==> config.mk <==
export PLATFORM = sky130hd
export DESIGN_NAME = hazard_ctrl
export DESIGN_NICKNAME = d
export VERILOG_FILES = /design/src/rtl/hazard_pkg.sv /design/src/rtl/hazard_fwd_sel.sv /design/src/rtl/hazard_ctrl.sv
export SDC_FILE = /design/constraint.sdc
export NUM_CORES = 1
export LEC_CHECK = 0
export BUFFER_PORTS_ARGS = -buffer_cell sky130_fd_sc_hd__buf_4
export CAP_MARGIN = 20
export CORE_MARGIN = 10
export CORE_UTILIZATION = 37
export CTS_CLUSTER_SIZE = 8
export DETAILED_ROUTE_END_ITERATION = 8
export GPL_TIMING_DRIVEN = 0
export HOLD_SLACK_MARGIN = 0.08
export PLACE_DENSITY = 0.78
export SYNTH_ARGS = -nofsm -noshare
export SYNTH_HDL_FRONTEND = slang
export SYNTH_SLANG_ARGS = --single-unit
==> constraint.sdc <==
create_clock -name clk -period 2 [get_ports clk]
set_input_delay 0.3 -clock clk [delete_from_list [all_inputs] [get_ports clk]]
set_output_delay 0.3 -clock clk [all_outputs]
set_load 0.01 [all_outputs]
==> src/rtl/hazard_pkg.sv <==
// Shared definitions for the pipeline hazard controller: RISC-V opcodes,
// forwarding select encodings, FSM states and the load-stall counter width.
package hazard_pkg;

    localparam logic [6:0] OP_LOAD   = 7'b0000011;
    localparam logic [6:0] OP_BRANCH = 7'b1100011;
    localparam logic [6:0] OP_JAL    = 7'b1101111;
    localparam logic [6:0] OP_JALR   = 7'b1100111;

    // Wide enough for LOAD_LATENCY-1 with the legal range 1..4.
    localparam int CNT_W = 3;

    typedef enum logic [1:0] {
        FWD_RF  = 2'b00,
        FWD_WB  = 2'b01,
        FWD_MEM = 2'b10
    } fwd_sel_e;

    typedef enum logic [1:0] {
        ST_IDLE     = 2'b00,
        ST_LD_STALL = 2'b01,
        ST_FREEZE   = 2'b10
    } hz_state_e;

endpackage

==> src/rtl/hazard_fwd_sel.sv <==
// Operand forwarding select for one EX source operand; the youngest producer
// (EX/MEM) wins over MEM/WB, and register 0 never forwards.
module hazard_fwd_sel
    import hazard_pkg::*;
#(
    parameter int AW = 5
) (
    input  logic [AW-1:0] i_rs,
    input  logic [AW-1:0] i_rd_mem,
    input  logic          i_regwrite_mem,
    input  logic [AW-1:0] i_rd_wb,
    input  logic          i_regwrite_wb,
    output fwd_sel_e      o_sel
);

    logic w_rs_nz;

    assign w_rs_nz = (i_rs != '0);

    always_comb begin
        // NOTE: combinational blocks assign a default first so no path can infer a latch.
        o_sel = FWD_RF;
        if (i_regwrite_mem && w_rs_nz && (i_rd_mem == i_rs)) begin
            o_sel = FWD_MEM;
        end else if (i_regwrite_wb && w_rs_nz && (i_rd_wb == i_rs)) begin
            o_sel = FWD_WB;
        end
    end

endmodule

==> src/rtl/hazard_ctrl.sv <==
// Pipeline hazard controller: forwarding, load-use stall FSM, branch/jump flush
// and external freeze. Define HAZARD_PERF_CNT_EN to build the stall/flush counters.
module hazard_ctrl
    import hazard_pkg::*;
#(
    parameter int  no_of_registers = 32,
    parameter int  LOAD_LATENCY    = 1,
    localparam int AW              = $clog2(no_of_registers)
) (
    input  logic          clk,
    input  logic          reset,
    input  logic [AW-1:0] rs1_id,
    input  logic [AW-1:0] rs2_id,
    input  logic [AW-1:0] rs1_ex,
    input  logic [AW-1:0] rs2_ex,
    input  logic [AW-1:0] rd_ex,
    input  logic [AW-1:0] rd_mem,
    input  logic [AW-1:0] rd_wb,
    input  logic          regwrite_mem,
    input  logic          regwrite_wb,
    input  logic [6:0]    from_IMEM_ID_EX,
    input  logic [6:0]    from_IMEM_EX_MEM,
    input  logic          from_assertion,
    input  logic          ext_stall,
    output logic          stall,
    output logic          bubble_ex,
    output logic          flush_if_id,
    output logic          flush_id_ex,
    output logic          flush_ex_mem,
    output logic [1:0]    fwd_a,
    output logic [1:0]    fwd_b,
    output logic [31:0]   stall_cnt,
    output logic [31:0]   flush_cnt
);

    hz_state_e        r_state, r_saved_state;
    logic [CNT_W-1:0] r_cnt;

    hz_state_e        w_state_nxt, w_saved_nxt, w_eff_state;
    logic [CNT_W-1:0] w_cnt_nxt;
    logic             w_kill, w_jump, w_load_use;
    logic             w_stall, w_bubble, w_fl_if_id, w_fl_id_ex, w_fl_ex_mem;
    fwd_sel_e         w_fwd_a, w_fwd_b;

    hazard_fwd_sel #(.AW(AW)) u_fwd_a (
        .i_rs          (rs1_ex),
        .i_rd_mem      (rd_mem),
        .i_regwrite_mem(regwrite_mem),
        .i_rd_wb       (rd_wb),
        .i_regwrite_wb (regwrite_wb),
        .o_sel         (w_fwd_a)
    );

    hazard_fwd_sel #(.AW(AW)) u_fwd_b (
        .i_rs          (rs2_ex),
        .i_rd_mem      (rd_mem),
        .i_regwrite_mem(regwrite_mem),
        .i_rd_wb       (rd_wb),
        .i_regwrite_wb (regwrite_wb),
        .o_sel         (w_fwd_b)
    );

    assign w_kill     = (from_IMEM_EX_MEM == OP_BRANCH) && from_assertion;
    assign w_jump     = (from_IMEM_ID_EX == OP_JAL) || (from_IMEM_ID_EX == OP_JALR);
    assign w_load_use = (from_IMEM_ID_EX == OP_LOAD) && (rd_ex != '0) &&
                        ((rd_ex == rs1_id) || (rd_ex == rs2_id));

    // FREEZE behaves as the state it interrupted once ext_stall drops.
    assign w_eff_state = (r_state == ST_FREEZE) ? r_saved_state : r_state;

    always_comb begin
        w_state_nxt = r_state;
        w_saved_nxt = r_saved_state;
        w_cnt_nxt   = r_cnt;
        w_stall     = 1'b0;
        w_bubble    = 1'b0;
        w_fl_if_id  = 1'b0;
        w_fl_id_ex  = 1'b0;
        w_fl_ex_mem = 1'b0;

        if (ext_stall) begin
            w_state_nxt = ST_FREEZE;
            w_saved_nxt = w_eff_state;
            w_stall     = 1'b1;
        end else if (w_kill) begin
            w_fl_if_id  = 1'b1;
            w_fl_id_ex  = 1'b1;
            w_fl_ex_mem = 1'b1;
            w_state_nxt = ST_IDLE;
            w_cnt_nxt   = '0;
        end else if (w_jump) begin
            w_fl_if_id  = 1'b1;
            w_fl_id_ex  = 1'b1;
            w_state_nxt = ST_IDLE;
            w_cnt_nxt   = '0;
        end else begin
            case (w_eff_state)
                ST_LD_STALL: begin
                    w_stall  = 1'b1;
                    w_bubble = 1'b1;
                    if (r_cnt <= CNT_W'(1)) begin
                        w_state_nxt = ST_IDLE;
                        w_cnt_nxt   = '0;
                    end else begin
                        w_state_nxt = ST_LD_STALL;
                        w_cnt_nxt   = r_cnt - CNT_W'(1);
                    end
                end
                default: begin
                    w_state_nxt = ST_IDLE;
                    if (w_load_use) begin
                        w_stall  = 1'b1;
                        w_bubble = 1'b1;
                        if (LOAD_LATENCY > 1) begin
                            w_state_nxt = ST_LD_STALL;
                            w_cnt_nxt   = CNT_W'(LOAD_LATENCY - 1);
                        end
                    end
                end
            endcase
        end
    end

    always_ff @(posedge clk or posedge reset) begin
        // NOTE: state flops use non-blocking assignments so every flop samples pre-edge values.
        if (reset) begin
            r_state       <= ST_IDLE;
            r_saved_state <= ST_IDLE;
            r_cnt         <= '0;
        end else begin
            r_state       <= w_state_nxt;
            r_saved_state <= w_saved_nxt;
            r_cnt         <= w_cnt_nxt;
        end
    end

    // Outputs are combinational, so reset masks them to guarantee a quiet pipeline.
    assign stall        = w_stall     & ~reset;
    assign bubble_ex    = w_bubble    & ~reset;
    assign flush_if_id  = w_fl_if_id  & ~reset;
    assign flush_id_ex  = w_fl_id_ex  & ~reset;
    assign flush_ex_mem = w_fl_ex_mem & ~reset;
    assign fwd_a        = reset ? FWD_RF : w_fwd_a;
    assign fwd_b        = reset ? FWD_RF : w_fwd_b;

`ifdef HAZARD_PERF_CNT_EN
    logic [31:0] r_stall_cnt, r_flush_cnt;

    always_ff @(posedge clk or posedge reset) begin
        if (reset) begin
            r_stall_cnt <= '0;
            r_flush_cnt <= '0;
        end else begin
            if (w_stall && (r_stall_cnt != '1)) begin
                r_stall_cnt <= r_stall_cnt + 32'd1;
            end
            if (w_fl_if_id && (r_flush_cnt != '1)) begin
                r_flush_cnt <= r_flush_cnt + 32'd1;
            end
        end
    end

    assign stall_cnt = r_stall_cnt;
    assign flush_cnt = r_flush_cnt;
`else
    assign stall_cnt = '0;
    assign flush_cnt = '0;
`endif

endmodule

==> results.sh <==
export IMPL_final_net_count=362
export IMPL_hpwl_um=4018
export IMPL_setup_worst_path_start="from_IMEM_EX_MEM[4]"
export IMPL_synth_most_common_cell="buf_4"
export IMPL_grt_pass1_vias=1493
export IMPL_final_area_sq_mm=0.002240
export IMPL_ant_nets=0
export IMPL_vias=1386
export IMPL_path_clk_slew_ps=40
export IMPL_arrival_ps=1640
export IMPL_post_route_min_period_ps=1939
export IMPL_synth_top_area_frac=0.3611
export IMPL_die_h_um=80.44
export IMPL_synth_cell_area_sq_mm=0.001351
export IMPL_synthFlopType="dfrtp_1"
export IMPL_max_cap_violations=0
export IMPL_insertedDiodeCount=0
export IMPL_p_per_area_mw_per_mm2=322.0
export IMPL_post_dp_cell_area_sq_mm=0.002123
export IMPL_place_inst=344
export IMPL_end_kind="primary output"
export IMPL_start_util=0.3926
export IMPL_cp_max_fo=3
export IMPL_drt_iter0_markers=79
export IMPL_synth_edf_count=0
export IMPL_power_leakage_nw=1.252
export IMPL_finalCritPeriodShare=0.9693
export IMPL_slowest_delay_ps=550
export IMPL_layout_cells_non_filler=350
export IMPL_antenna_found_initial=0
export IMPL_worstPathCellList="buf_6, nand4b_1, or4_4, buf_6, a41oi_2, o31ai_2, buf_4"
export IMPL_start_kind="primary input"
export IMPL_path_common_cell="buf_6"
export IMPL_fin_util=0.6507
export IMPL_numCtsBuffers=3
export IMPL_drt_pass1_iter_count=4
export IMPL_h_tree_depth=1
export IMPL_wire_per_inst_um=12.57
export IMPL_crit_buf_inv=3
export IMPL_ios=128
export IMPL_yosysTopAreaCell="buf_4"
export IMPL_synth_commonest_cells="buf_4 (65), xor2_1 (15), xnor2_1 (13), inv_1 (8)"
export IMPL_syn_area_per_cell_sq_um=7.856
export IMPL_clock_path_buffers=2
export IMPL_grt_pass1_wl_um=6741
export IMPL_crit_required_ps=1700
export IMPL_report_final_slew_viol_count=0
export IMPL_busiest_layer="met2"
export IMPL_drive_gt1_frac=0.4704
export IMPL_grtUsageMet3=0.07127
export IMPL_finalSetupViolCount=0
export IMPL_timing_worst_setup_path_type="in -> out"
export IMPL_vias_per_cell=3.960
export IMPL_clockRootBuffer="clkbuf_8"
export IMPL_gp_congestion=0.7947
export IMPL_rsz0062_at_grt="yes"
export IMPL_remaining_drc_errors=0
export IMPL_reg2reg_from="r_state[0]"
export IMPL_area_growth_pct=65.74
export IMPL_synthArstFlopShare=1.000
export IMPL_io_buffers=63
export IMPL_die_area_sq_mm=0.006470
export IMPL_yosysUniqueCellTypes=38
export IMPL_cts_sinks=7
export IMPL_overflow=0
export IMPL_syn_inst=172
export IMPL_cpLargestDelayFamily="simple AND/OR/NAND/NOR gates"
export IMPL_core_sq_mm=0.003442
export IMPL_slowest_stage="or4_4"
export IMPL_die_w_um=80.44
export IMPL_wl_um=4400
export IMPL_vdd_ir_drop_worst_mv=0.1610
export IMPL_status="complete, no violations"
export IMPL_grt_max_degree=11
export IMPL_grt_use_met1=0.1017
export IMPL_finalHoldViolations=0
export IMPL_design_power_total_uw=721.1
export IMPL_met2_usage=0.2492
export IMPL_ys_top_cells_by_area="buf_4 (36%), dfrtp_1 (13%), xor2_1 (9.7%)"
export IMPL_yosys_warnings=0
export IMPL_cts_tree="built"
export IMPL_synth_seq_cells=7
export IMPL_max_freq_mhz=515.8
export IMPL_seq_area_frac_synth=0.1296
export IMPL_num_rows=21
export IMPL_holdWs_ps=83.16
export IMPL_grt_usage=0.1290
export IMPL_hold_class="in -> async"
export IMPL_clk_latency_ps=240
export IMPL_skew_ps=0.7697
cell families (layout without fill, tap and decap cells):
| family | count (synthesis) | count (layout) | synth area share |
|---|---|---|---|
| AOI/OAI and AO/OA | 17 | 17 | 0.09446 |
| xor gates and xnor gates | 28 | 28 | 0.1815 |
| adders and majority gates | 2 | 2 | 0.01852 |
| buffers and inverters | 75 | 144 | 0.3898 |
| DFF | 7 | 7 | 0.1296 |
| muxes | 1 | 1 | 0.007408 |
| other | 1 | 64 | 0.002775 |
| and+or+nand+nor | 41 | 41 | 0.1759 |
power by group:
part | switching, mW | internal (mW)
Sequential | 0.00216 | 0.146
Clock | 0.0740 | 0.139
Combinational | 0.160 | 0.200
Total | 0.237 | 0.485
flip-flops by register name (all words and copies together) (netlist names):
| register | count |
|---|---|
| r_state | 2 |
| r_saved_state | 2 |
| r_cnt | 3 |
metal layers:
metal  up-vias  wire (um)
met5         -          0
met4         0         76
met3         6        641
met2        70       2426
met1       591       1255
li1        719          -
cells in the final DEF (no fill, tap or decap), types with 6 or more instances in the layout:
cell,instances
nor2_1,6
nand4_1,6
xnor2_1,13
inv_1,8
buf_4,129
xor2_1,15
dfrtp_1,7
conb_1,64
stage by stage:
step | setup TNS (ps) | setup slack, ps
floorplan | 0 | 127.8
global placement | -54.56 | -54.56
detailed placement | -62.94 | -62.94
CTS | -12.13 | -12.13
global route | -13.68 | -13.68
finish | 0 | 61.41
worst register-to-register path, delay by kind of cell, from the launching register on:
family,cells,cell delay (ps)
and+or+nand+nor,1,330
AOI/OAI and AO/OA,3,600
DFF,1,420
timing repair:
action / in CTS / in global routing
pin swaps: 1 / 4
resized for setup: 4 / 8
hold buffers: 0 / 0
setup endpoints to repair: 1 / 5
setup buffers: 3 / 1
gates cloned: 0 / 0
cell type report:
type                       instances  area, sq um
timing repair buffer              67        510.5
clock buffer                       4        45.04
multi-input combinational        153        937.1
fill                             319         1202
tap                               46        57.56
inverter                           8        30.03
buffer                            65        484.2
sequential                         7        175.2
worst paths after layout:
check / slack [ps] / cells after the start / to
setup / recovery: 60 / 7 / stall
hold / removal: 80 / 2 / r_cnt[2]
setup reg to reg: 540 / 4 / r_cnt[2]
hold reg to reg: 510 / 1 / r_saved_state[0]
max in group asynchronous: 1660 / 2 / r_state[0]
min in group clk: 190 / 1 / r_state[1]
Power figures use the tool's default switching activity.
